`src/rtl/z16_decode_stage.sv`:
```
// Z16 decode stage: one-entry holding register with a register-busy scoreboard.
// Issues decoded instructions to execute; stalls on read/write hazards until writeback.
module z16_decode_stage #(
  parameter int XLEN  = 16,
  parameter int CNT_W = 16,
  parameter int SB_EN = 1
) (
  input  logic             i_clk,
  input  logic             i_rst,
  input  logic             i_valid,
  output logic             o_ready,
  input  logic [15:0]      i_instr,
  output logic             o_valid,
  input  logic             i_ready,
  output logic [3:0]       o_opcode,
  output logic [3:0]       o_rd_addr,
  output logic [3:0]       o_rs1_addr,
  output logic [3:0]       o_rs2_addr,
  output logic [XLEN-1:0]  o_imm,
  output logic             o_rd_we,
  output logic             o_mem_we,
  output logic [3:0]       o_alu_ctrl,
  input  logic             i_wb_valid,
  input  logic [3:0]       i_wb_addr,
  input  logic             i_flush,
  output logic [15:0]      o_busy,
  output logic [CNT_W-1:0] o_stall_cnt
);

  logic [3:0]       d_opcode;
  logic [3:0]       d_rs1;
  logic [XLEN-1:0]  d_imm;
  logic             d_rd_we;
  logic             d_mem_we;
  logic [3:0]       d_alu;
  logic             d_use1;
  logic             d_use2;

  logic             hold_valid;
  logic [3:0]       h_opcode;
  logic [3:0]       h_rd;
  logic [3:0]       h_rs1;
  logic [3:0]       h_rs2;
  logic [XLEN-1:0]  h_imm;
  logic             h_rd_we;
  logic             h_mem_we;
  logic [3:0]       h_alu;
  logic             h_use1;
  logic             h_use2;

  logic [15:0]      busy;
  logic [15:0]      busy_d;
  logic [CNT_W-1:0] stall_cnt;
  logic [CNT_W-1:0] stall_d;
  logic             hazard;
  logic             issue;
  logic             accept;

  always_comb begin
    d_opcode = i_instr[3:0];
    d_rs1    = (d_opcode == 4'h9) ? i_instr[7:4] : i_instr[11:8];
    d_imm    = '0;
    case (d_opcode)
      4'h9:             d_imm = {{(XLEN-8){i_instr[15]}}, i_instr[15:8]};
      4'hA, 4'hC, 4'hD: d_imm = {{(XLEN-4){i_instr[15]}}, i_instr[15:12]};
      4'hB:             d_imm = {{(XLEN-4){i_instr[7]}}, i_instr[7:4]};
      default:          d_imm = '0;
    endcase
    d_rd_we  = (d_opcode <= 4'hA) || (d_opcode == 4'hC) || (d_opcode == 4'hD);
    d_mem_we = (d_opcode == 4'hB);
    d_alu    = (d_opcode <= 4'h8) ? d_opcode : 4'h0;
    d_use1   = (d_opcode <= 4'hD);
    d_use2   = (d_opcode <= 4'h8) || ((d_opcode >= 4'hB) && (d_opcode <= 4'hD));
  end

  // Hazard looks only at registered busy bits; a same-cycle writeback does not bypass.
  always_comb begin
    hazard = 1'b0;
    if (SB_EN != 0) begin
      hazard = hold_valid && ((h_use1 && busy[h_rs1]) || (h_use2 && busy[h_rs2]) ||
                              (h_rd_we && busy[h_rd]));
    end
  end

  assign o_valid = hold_valid && !hazard && !i_flush;
  assign issue   = o_valid && i_ready;
  assign o_ready = (!hold_valid || issue) && !i_flush;
  assign accept  = i_valid && o_ready;

  // Set after clear so an issue to the same register wins over its writeback.
  always_comb begin
    busy_d = busy;
    if (i_wb_valid) busy_d[i_wb_addr] = 1'b0;
    if (issue && h_rd_we) busy_d[h_rd] = 1'b1;
    if (SB_EN == 0) busy_d = '0;
  end

  always_comb begin
    stall_d = stall_cnt;
    if (hazard && !i_flush && !(&stall_cnt)) stall_d = stall_cnt + CNT_W'(1);
  end

  always_ff @(posedge i_clk or posedge i_rst) begin
    if (i_rst) begin
      hold_valid <= 1'b0;
      h_opcode   <= '0;
      h_rd       <= '0;
      h_rs1      <= '0;
      h_rs2      <= '0;
      h_imm      <= '0;
      h_rd_we    <= 1'b0;
      h_mem_we   <= 1'b0;
      h_alu      <= '0;
      h_use1     <= 1'b0;
      h_use2     <= 1'b0;
      busy       <= '0;
      stall_cnt  <= '0;
    end else begin
      if (i_flush) begin
        hold_valid <= 1'b0;
      end else if (accept) begin
        hold_valid <= 1'b1;
        h_opcode   <= d_opcode;
        h_rd       <= i_instr[7:4];
        h_rs1      <= d_rs1;
        h_rs2      <= i_instr[15:12];
        h_imm      <= d_imm;
        h_rd_we    <= d_rd_we;
        h_mem_we   <= d_mem_we;
        h_alu      <= d_alu;
        h_use1     <= d_use1;
        h_use2     <= d_use2;
      end else if (issue) begin
        hold_valid <= 1'b0;
      end
      busy      <= busy_d;
      stall_cnt <= stall_d;
    end
  end

  assign o_opcode    = h_opcode;
  assign o_rd_addr   = h_rd;
  assign o_rs1_addr  = h_rs1;
  assign o_rs2_addr  = h_rs2;
  assign o_imm       = h_imm;
  assign o_rd_we     = h_rd_we;
  assign o_mem_we    = h_mem_we;
  assign o_alu_ctrl  = h_alu;
  assign o_busy      = busy;
  assign o_stall_cnt = stall_cnt;

endmodule

```
`config.mk`:
```
export PLATFORM = sky130hd
export DESIGN_NAME = z16_decode_stage
export DESIGN_NICKNAME = d
export VERILOG_FILES = /design/src/rtl/z16_decode_stage.sv
export SDC_FILE = /design/constraint.sdc
export NUM_CORES = 1
export LEC_CHECK = 0
export CAP_MARGIN = 20
export CORE_MARGIN = 5
export CORE_UTILIZATION = 48
export DETAILED_ROUTE_END_ITERATION = 10
export GPL_ROUTABILITY_DRIVEN = 0
export GPL_TIMING_DRIVEN = 0
export PLACE_DENSITY = 0.81
export SYNTH_ARGS = -nofsm -noshare
export SYNTH_HDL_FRONTEND = slang
export SYNTH_SLANG_ARGS = --single-unit
```
`constraint.sdc`:
```
create_clock -name i_clk -period 3.7 [get_ports i_clk]
set_clock_uncertainty 0.1 [all_clocks]
set_input_delay 0.74 -clock i_clk [delete_from_list [all_inputs] [get_ports i_clk]]
set_output_delay 0.74 -clock i_clk [all_outputs]
set_load 0.1 [all_outputs]
```
Word-level counts from Yosys, hierarchy flattened
Cells that the tools add are included.
{"block": "word_totals", "register_bits": 73, "in_bits": 26}
{"block": "classes", "n_addsub": 1, "order_cmp": 10, "eq_ne": 5, "mux": 18, "bitwise_logic": 4, "n_reduce_logical": 29}
{"cell": "$pmux W16 S3", "n": 1}
{"cell": "$mux W16", "n": 2}
{"cell": "$eq A4 B4 Y1 const B", "n": 5}
{"cell": "$lt A4 B5 Y1 const B", "n": 4}
{"cell": "$add A16 B1 Y16 const B", "n": 1}
{"cell": "$and A16 B16 Y16", "n": 1}
{"cell": "$not A16 Y16", "n": 1}
{"cell": "$or A16 B16 Y16", "n": 1}
{"cell": "$reduce_and A16 Y1", "n": 1}
{"cell": "$logic_and A1 B1 Y1", "n": 15}
{"cell": "$bmux W1 S4", "n": 3}
{"cell": "$le A4 B4 Y1 const B", "n": 3}
{"cell": "$demux W1 S4", "n": 2}
{"cell": "$ge A4 B1 Y1 const B", "n": 2}
{"cell": "$mux W1", "n": 8}
{"cell": "$mux W4", "n": 2}
{"cell": "$logic_or A1 B1 Y1", "n": 6}
{"cell": "$ge A4 B4 Y1 const B", "n": 1}
{"cell": "$logic_not A1 Y1", "n": 4}
{"cell": "$reduce_bool A3 Y1", "n": 1}
{"cell": "$reduce_or A3 Y1", "n": 1}
{"cell": "$reduce_and A2 Y1", "n": 1}
{"cell": "$not A1 Y1", "n": 1}

Longest topological paths before layout
Gate-level depths: netlist of the first run.
{"block": "depth", "ltp_word": 15, "mapped_depth": 9}

Least setup slack after synthesis of the first run
OpenSTA, ideal clock, no wires.
{"block": "synth_timing", "path_kind": "register to output", "from": "register h_rd[0], in the netlist o_rd_addr[0]", "to": "output port o_ready", "arrival_ns": 4.062, "required_time_ns": 2.860, "setup_slack_ns": -1.202, "path_stages_with_launch": 10, "cell_sequence": "dfrtp_1 -> buf_2 -> mux4_2 -> mux2_2 -> nand3_1 -> and3_1 -> nand4_2 -> clkbuf_1 -> o21a_1 -> nor2_1"}
{"block": "synth_between", "elab_chain_len": 11}
{"item": "from (decl)", "line": "41", "source": "logic [3:0] h_rd;"}
{"item": "from (signal assigned)", "line": "124", "source": "h_rd <= i_instr[7:4];"}
{"item": "$bmux W1 S4", "line": "81", "source": "(h_rd_we && busy[h_rd]));"}
{"item": "$mux W1 (implied by the code)", "line": "81"}
{"item": "$logic_and A1 B1 Y1", "line": "81"}
{"item": "$logic_or A1 B1 Y1", "line": "80", "source": "hazard = hold_valid && ((h_use1 && busy[h_rs1]) || (h_use2 && busy[h_rs2]) ||"}
{"item": "$logic_and A1 B1 Y1", "line": "80"}
{"item": "$logic_not A1 Y1", "line": "85", "source": "assign o_valid = hold_valid && !hazard && !i_flush;"}
{"item": "$logic_and A1 B1 Y1 (2 in a row)", "line": "85"}
{"item": "$logic_and A1 B1 Y1", "line": "86", "source": "assign issue = o_valid && i_ready;"}
{"item": "$logic_or A1 B1 Y1", "line": "87", "source": "assign o_ready = (!hold_valid || issue) && !i_flush;"}
{"item": "$logic_and A1 B1 Y1", "line": "87"}
{"item": "to (decl)", "line": "11", "source": "output logic o_ready,"}
Every way passes these cells. The select of a mux whose other input is x is not followed.

Final worst setup path of the first run
Ends and elaborated chain as after synthesis.

==> run metrics, run 1 <==
post-route core utilization 0.673; Fill cells 575; crit path launch type flip-flop; DRC viols 0; clk sinks 65; CP required 2.86 ns; Syn Nets 344; top-count cell post-synth dfrtp_1; vias 2,951; CP Class reg2out; Horiz. Die Dim 95.7 microns; Total Die Area 0.00917 sq mm; share of layout cells above drive strength 1 0.152; Synth top area share 0.461; Site Rows 31; Max Fclk 279 MHz; Synth Instances 317; PortBufs 95; EDFF count, synth 0; register area share after synthesis 0.461; crit path capture o_ready; Worst Tran Pin Value 1.02 ns; H-tree depth 3; Synth Register Bits 65; largest area contributor in the netlist dfrtp_1; Async S/R FF share, synth 1.00; Root Buffer clkbuf_8; ant diodes 0; hold buffers post-CTS 0; initial antenna violation count 0; Clock transition at path regs 0.07 ns; r2r setup slk 0.95 ns; CTS Buf Count 9; Synth top cells by count dfrtp_1, mux2_1, nand2_1; worst r2r dst o_rs1_addr[1]$_DFFE_PP0P_; Crit path largest cell delay 0.52 ns; Clock Latency Late Sink 0.34 ns; DR vias/cell 5.60; GR Overflow Total 0; hpwl dp 6970 microns; CTS max path bufs 2; crit share post-route 0.969; Relative slew margins 0.318; top cells by area, synth dfrtp_1, mux2_1, mux4_2; core region area 0.00721 sq mm; first-pass GRT wire length 15,200 microns; Area growth, synth to finish 37.6%; CP Launch Point o_rd_addr[0]$_DFFE_PP0P_; nets 451; Crit Reg-Reg Startpoint o_rd_addr[0]$_DFFE_PP0P_; Max-Cap Viols 0; wire per inst 17.9 microns; DRT antenna net count 0; Worst setup EP type output port; ys flop type dfrtp_1; Cell Area, Synth 0.00353 sq mm; cells on worst reg2reg path 10; post-route minimum period 3.59 ns; final-report setup violation count 0; DR pass1 iterations 5; vias in the first global route 3,061; Inst Count DP 512; Die Span Y 95.7 microns; Final Max Slew Viols 0; Slowest cell on crit path mux4_2; Hold Vio Cnt, Final 0; # IOs 98; Initial Util 0.489; number of library cell types mapped by synthesis 45; status finished, final reports clean; RSZ-0062 raised after global routing no; Layout Cells excl Fill 527; Crit Path Max Fanout 10; CTS tree yes; crit path DAT 2.75 ns; worst min path class reg2reg; syn avg cell area 11.1 sq um; total wire length 9410 microns; All-Layer GR Usage 0.216; crit-path cells buf_6, mux4_2, mux2_2, nand3_1, and3_4, nand4_4, clkbuf_8, o21a_1, nor2_4, buf_12; largest net degree at the start of global routing 34; YS warnings 0; Iteration-0 DRC Markers 177
per-stage QoR:
stage | area, sq um | TNS, ns | hold slack [ns] | setup WS, ns
floorplan | 3580 | -0.0236 | 0.386 | -0.0236
global placement | 4660 | -1.08 | 0.376 | -0.523
detailed placement | 4680 | -1.00 | 0.383 | -0.548
CTS | 4850 | 0 | 0.399 | 0.0542
global route | 4850 | 0 | 0.419 | 0.0161
finish | 4850 | 0 | 0.394 | 0.113
routing by layer:
layer | global-route usage | part of all wire
met1 | 0.286 | 0.43
met4 | 0.0770 | 0.0072
met3 | 0.0547 | 0.058
met2 | 0.346 | 0.51
met5 | 0 | 0
critical path: cells and delay by family (launching register included):
kind            cells  cell delay, ns
mux                 2            0.80
flops               1            0.36
compound gates      1            0.21
buf+inv             3            0.54
simple gates        4            0.50
layout make-up:
cell class	instances	area, sq um	share of cell area
buffer	22	159	0.0327
clock buffer	11	141	0.0291
tap	99	124	0.0255
multi-input combinational	217	1750	0.360
sequential	65	1630	0.336
inverter	12	45.0	0.00928
timing repair buffer	97	986	0.203
clock inverter	4	20.0	0.00412
registers in the layout, summed over array words and instances, names as in the netlist, 4 cells and up:
name / count
o_busy: 16
o_rs1_addr: 4
o_imm: 8
o_alu_ctrl: 4
o_rs2_addr: 4
o_stall_cnt: 16
o_opcode: 4
o_rd_addr: 4
placed cells by master (no fill, tap or decap), types with 11 or more instances in the layout:
| master | Yosys | routed |
|---|---|---|
| buf_4 | 8 | 11 |
| clkbuf_8 | 0 | 11 |
| clkdlybuf4s50_1 | 0 | 93 |
| dfrtp_1 | 65 | 60 |
| inv_1 | 12 | 11 |
| mux2_1 | 28 | 28 |
| mux2i_1 | 13 | 13 |
| nand2_1 | 26 | 26 |
| xnor2_1 | 16 | 16 |
timing repair:
item / CTS / global route
resized for setup: 15 / 4
setup buffers: 1 / 0
setup endpoints to repair: 2 / 2
pin swaps: 1 / 1
how the worst min path moves through the flow:
stage | slack [ns] | startpoint | cells after the start | end
2_1_floorplan | 0.39 | h_use1$_DFFE_PP0P_ | 1 | h_use1$_DFFE_PP0P_
3_3_place_gp | 0.38 | o_mem_we$_DFFE_PP0P_ | 1 | o_mem_we$_DFFE_PP0P_
3_5_place_dp | 0.38 | o_stall_cnt[11]$_DFFE_PP0P_ | 1 | o_stall_cnt[11]$_DFFE_PP0P_
4_1_cts | 0.40 | o_imm[4]$_DFFE_PP0P_ | 1 | o_imm[4]$_DFFE_PP0P_
5_1_grt | 0.42 | o_stall_cnt[6]$_DFFE_PP0P_ | 1 | o_stall_cnt[6]$_DFFE_PP0P_
6_report | 0.39 | o_opcode[0]$_DFFE_PP0P_ | 1 | o_opcode[0]$_DFFE_PP0P_
cell families after synthesis:
logic type | after synthesis | synth area share
AND/OR/NAND/NOR | 95 | 0.148
flip-flops | 65 | 0.461
buffers and inverters | 35 | 0.0535
multiplexers | 56 | 0.196
XOR/XNOR | 16 | 0.0397
adder cells (fa/ha/maj) | 1 | 0.00355
AO/OA/AOI/OAI | 49 | 0.0975
Power of run 1 is left out: the tool's default activity adds up to more than one toggle a clock period on the data nets, which glitch-free logic cannot reach.
==> run 2: changes to the inputs <==
--- a/config.mk
+++ b/config.mk
@@ -12,6 +12,7 @@
 export GPL_ROUTABILITY_DRIVEN = 0
 export GPL_TIMING_DRIVEN = 0
 export PLACE_DENSITY = 0.81
+export SKIP_CTS_REPAIR_TIMING = 1
 export SYNTH_ARGS = -nofsm -noshare
 export SYNTH_HDL_FRONTEND = slang
 export SYNTH_SLANG_ARGS = --single-unit
==> run 2 against run 1 <==
Effect of this change:
- setup slack got worse by 0.040 ns
- die area unchanged
- sequential share of layout area about the same
- worst hold slack about the same
- core utilization increased by 0.069 points
- flip-flop and latch count unchanged
- routed wire length decreased by 0.21%
- first-iteration DRC count increased by 1.1%
==> run metrics, run 2 (synthesized netlist as in run 1, its figures left out) <==
status finished, final reports clean (unchanged); DRC viols 0 (unchanged); CTS tree yes (unchanged); Slowest cell on crit path mux4_2 (unchanged); clk sinks 65 (unchanged); Crit path largest cell delay 0.52 ns (about the same); Max Fclk 276 MHz (was 279 MHz); core region area 0.00721 sq mm (unchanged); Site Rows 31 (unchanged); Stages on worst setup path 10 (unchanged); wire per inst 17.8 microns (was 17.9 microns); DR vias/cell 5.61 (was 5.60); GR Overflow Total 0 (unchanged); crit path buf inv count 3 (unchanged); largest net degree at the start of global routing 34 (unchanged); CP Launch Point o_rd_addr[0]$_DFFE_PP0P_ (unchanged); CTS max path bufs 2 (unchanged); ant diodes 0 (unchanged); Root Buffer clkbuf_8 (unchanged); All-Layer GR Usage 0.215 (was 0.216); most frequent cells in the layout clkdlybuf4s50_1, dfrtp_1, mux2_1 (unchanged); final setup margin 0.0733 ns (was 0.113 ns); crit path capture o_ready (unchanged); Hold Vio Cnt, Final 0 (unchanged); share of layout cells above drive strength 1 0.152 (about the same); first-pass GRT wire length 15,200 microns (about the same); Relative slew margins 0.318 (about the same); commonest non-fill, non-tap cell in the layout clkdlybuf4s50_1 (unchanged); worst slack, placed -0.548 ns (unchanged); CP Class reg2out (unchanged); Iteration-0 DRC Markers 179 (was 177); Worst setup EP type output port (unchanged); final-report setup violation count 0 (unchanged); hpwl dp 6970 microns (unchanged); Clock Latency Late Sink 0.34 ns (about the same); crit-path leading delay family multiplexers (unchanged); DRT antenna net count 0 (unchanged); Final Max Slew Viols 0 (unchanged); Worst Tran Pin Value 1.02 ns (about the same); Crit Reg-Reg Startpoint o_rd_addr[0]$_DFFE_PP0P_ (unchanged); crit path launch type flip-flop (unchanged); vias in the first global route 3,054 (was 3,061); Die Span Y 95.7 microns (unchanged); initial antenna violation count 0 (unchanged); PortBufs 95 (unchanged); Area growth, synth to finish 37.7% (was 37.6%); CP required 2.86 ns (about the same); Crit Path Max Fanout 10 (unchanged); crit-path cells buf_6, mux4_2, mux2_2, nand3_1, and3_4, nand4_4, buf_8, o21a_1, nor2_4, buf_12 (was buf_6, mux4_2, mux2_2, nand3_1, and3_4, nand4_4, clkbuf_8, o21a_1, nor2_4, buf_12); worst r2r dst o_rs1_addr[1]$_DFFE_PP0P_ (unchanged); Initial Util 0.489 (unchanged); H-tree depth 3 (unchanged); Horiz. Die Dim 95.7 microns (unchanged); r2r setup slk 0.92 ns (was 0.95 ns); crit path DAT 2.79 ns (was 2.75 ns); Total Die Area 0.00917 sq mm (unchanged); worst min path class reg2reg (unchanged); Clock transition at path regs 0.07 ns (about the same); cells on worst reg2reg path 10 (unchanged); CTS Buf Count 9 (unchanged); vias 2,961 (was 2,951); nets 452 (was 451); crit share post-route 0.980 (was 0.969); total wire length 9390 microns (was 9410 microns); Max-Cap Viols 0 (unchanged); setup TNS 0 ns (unchanged); post-route minimum period 3.63 ns (was 3.59 ns); DR pass1 iterations 7 (was 5); # IOs 98 (unchanged)
run 2: cell count changes in the layout (fill, tap and decap cells not counted), sizes merged:
cell,before,now
buf,19,21
clkbuf,18,17
run 2: worst min-delay path by stage:
stage | endpoint | cells past startpoint | slack [ns] | startpoint
after floorplan | h_use1$_DFFE_PP0P_ | 1 | 0.39 | h_use1$_DFFE_PP0P_
after global placement | o_mem_we$_DFFE_PP0P_ | 1 | 0.38 | o_mem_we$_DFFE_PP0P_
after detailed placement | o_stall_cnt[11]$_DFFE_PP0P_ | 1 | 0.38 | o_stall_cnt[11]$_DFFE_PP0P_
after CTS | o_imm[4]$_DFFE_PP0P_ | 1 | 0.40 | o_imm[4]$_DFFE_PP0P_
after global routing | o_stall_cnt[6]$_DFFE_PP0P_ | 1 | 0.42 | o_stall_cnt[6]$_DFFE_PP0P_
final | o_opcode[0]$_DFFE_PP0P_ | 1 | 0.39 | o_opcode[0]$_DFFE_PP0P_
run 2: worst register-to-register path, delay by kind of cell (launching register included):
kind	cells	cell delay, ns
buffers and inverters	3	0.50
DFF	1	0.36
muxes	3	1.12
AOI/OAI and AO/OA	1	0.16
and+or+nand+nor	3	0.42
run 2: final cells by class:
cell class,instances,area (sq um)
sequential,65,1630
timing repair buffer,98,993
buffer,22,160
fill,580,2360
inverter,12,45.0
clock inverter,4,20.0
clock buffer,11,141
multi-input combinational,217,1740
tap,99,124
run 2: per-layer routing:
metal / routed length [microns] / global-route usage
met5: 0 / 0
met4: 99 / 0.0770
met3: 598 / 0.0547
met2: 4700 / 0.343
met1: 3990 / 0.285
run 2: per-stage QoR:
| stage | utilization | instances | hold WS (ns) | cell area [sq um] |
|---|---|---|---|---|
| finish | 0.673 | 528 | 0.394 | 4860 |
| CTS | 0.671 | 527 | 0.399 | 4840 |
| global route | 0.673 | 528 | 0.419 | 4860 |
| floorplan | - | 317 | 0.386 | 3580 |
| global placement | 0.646 | 511 | 0.376 | 4660 |
| detailed placement | 0.648 | 512 | 0.383 | 4680 |
Power of run 2 is left out for the same reason.
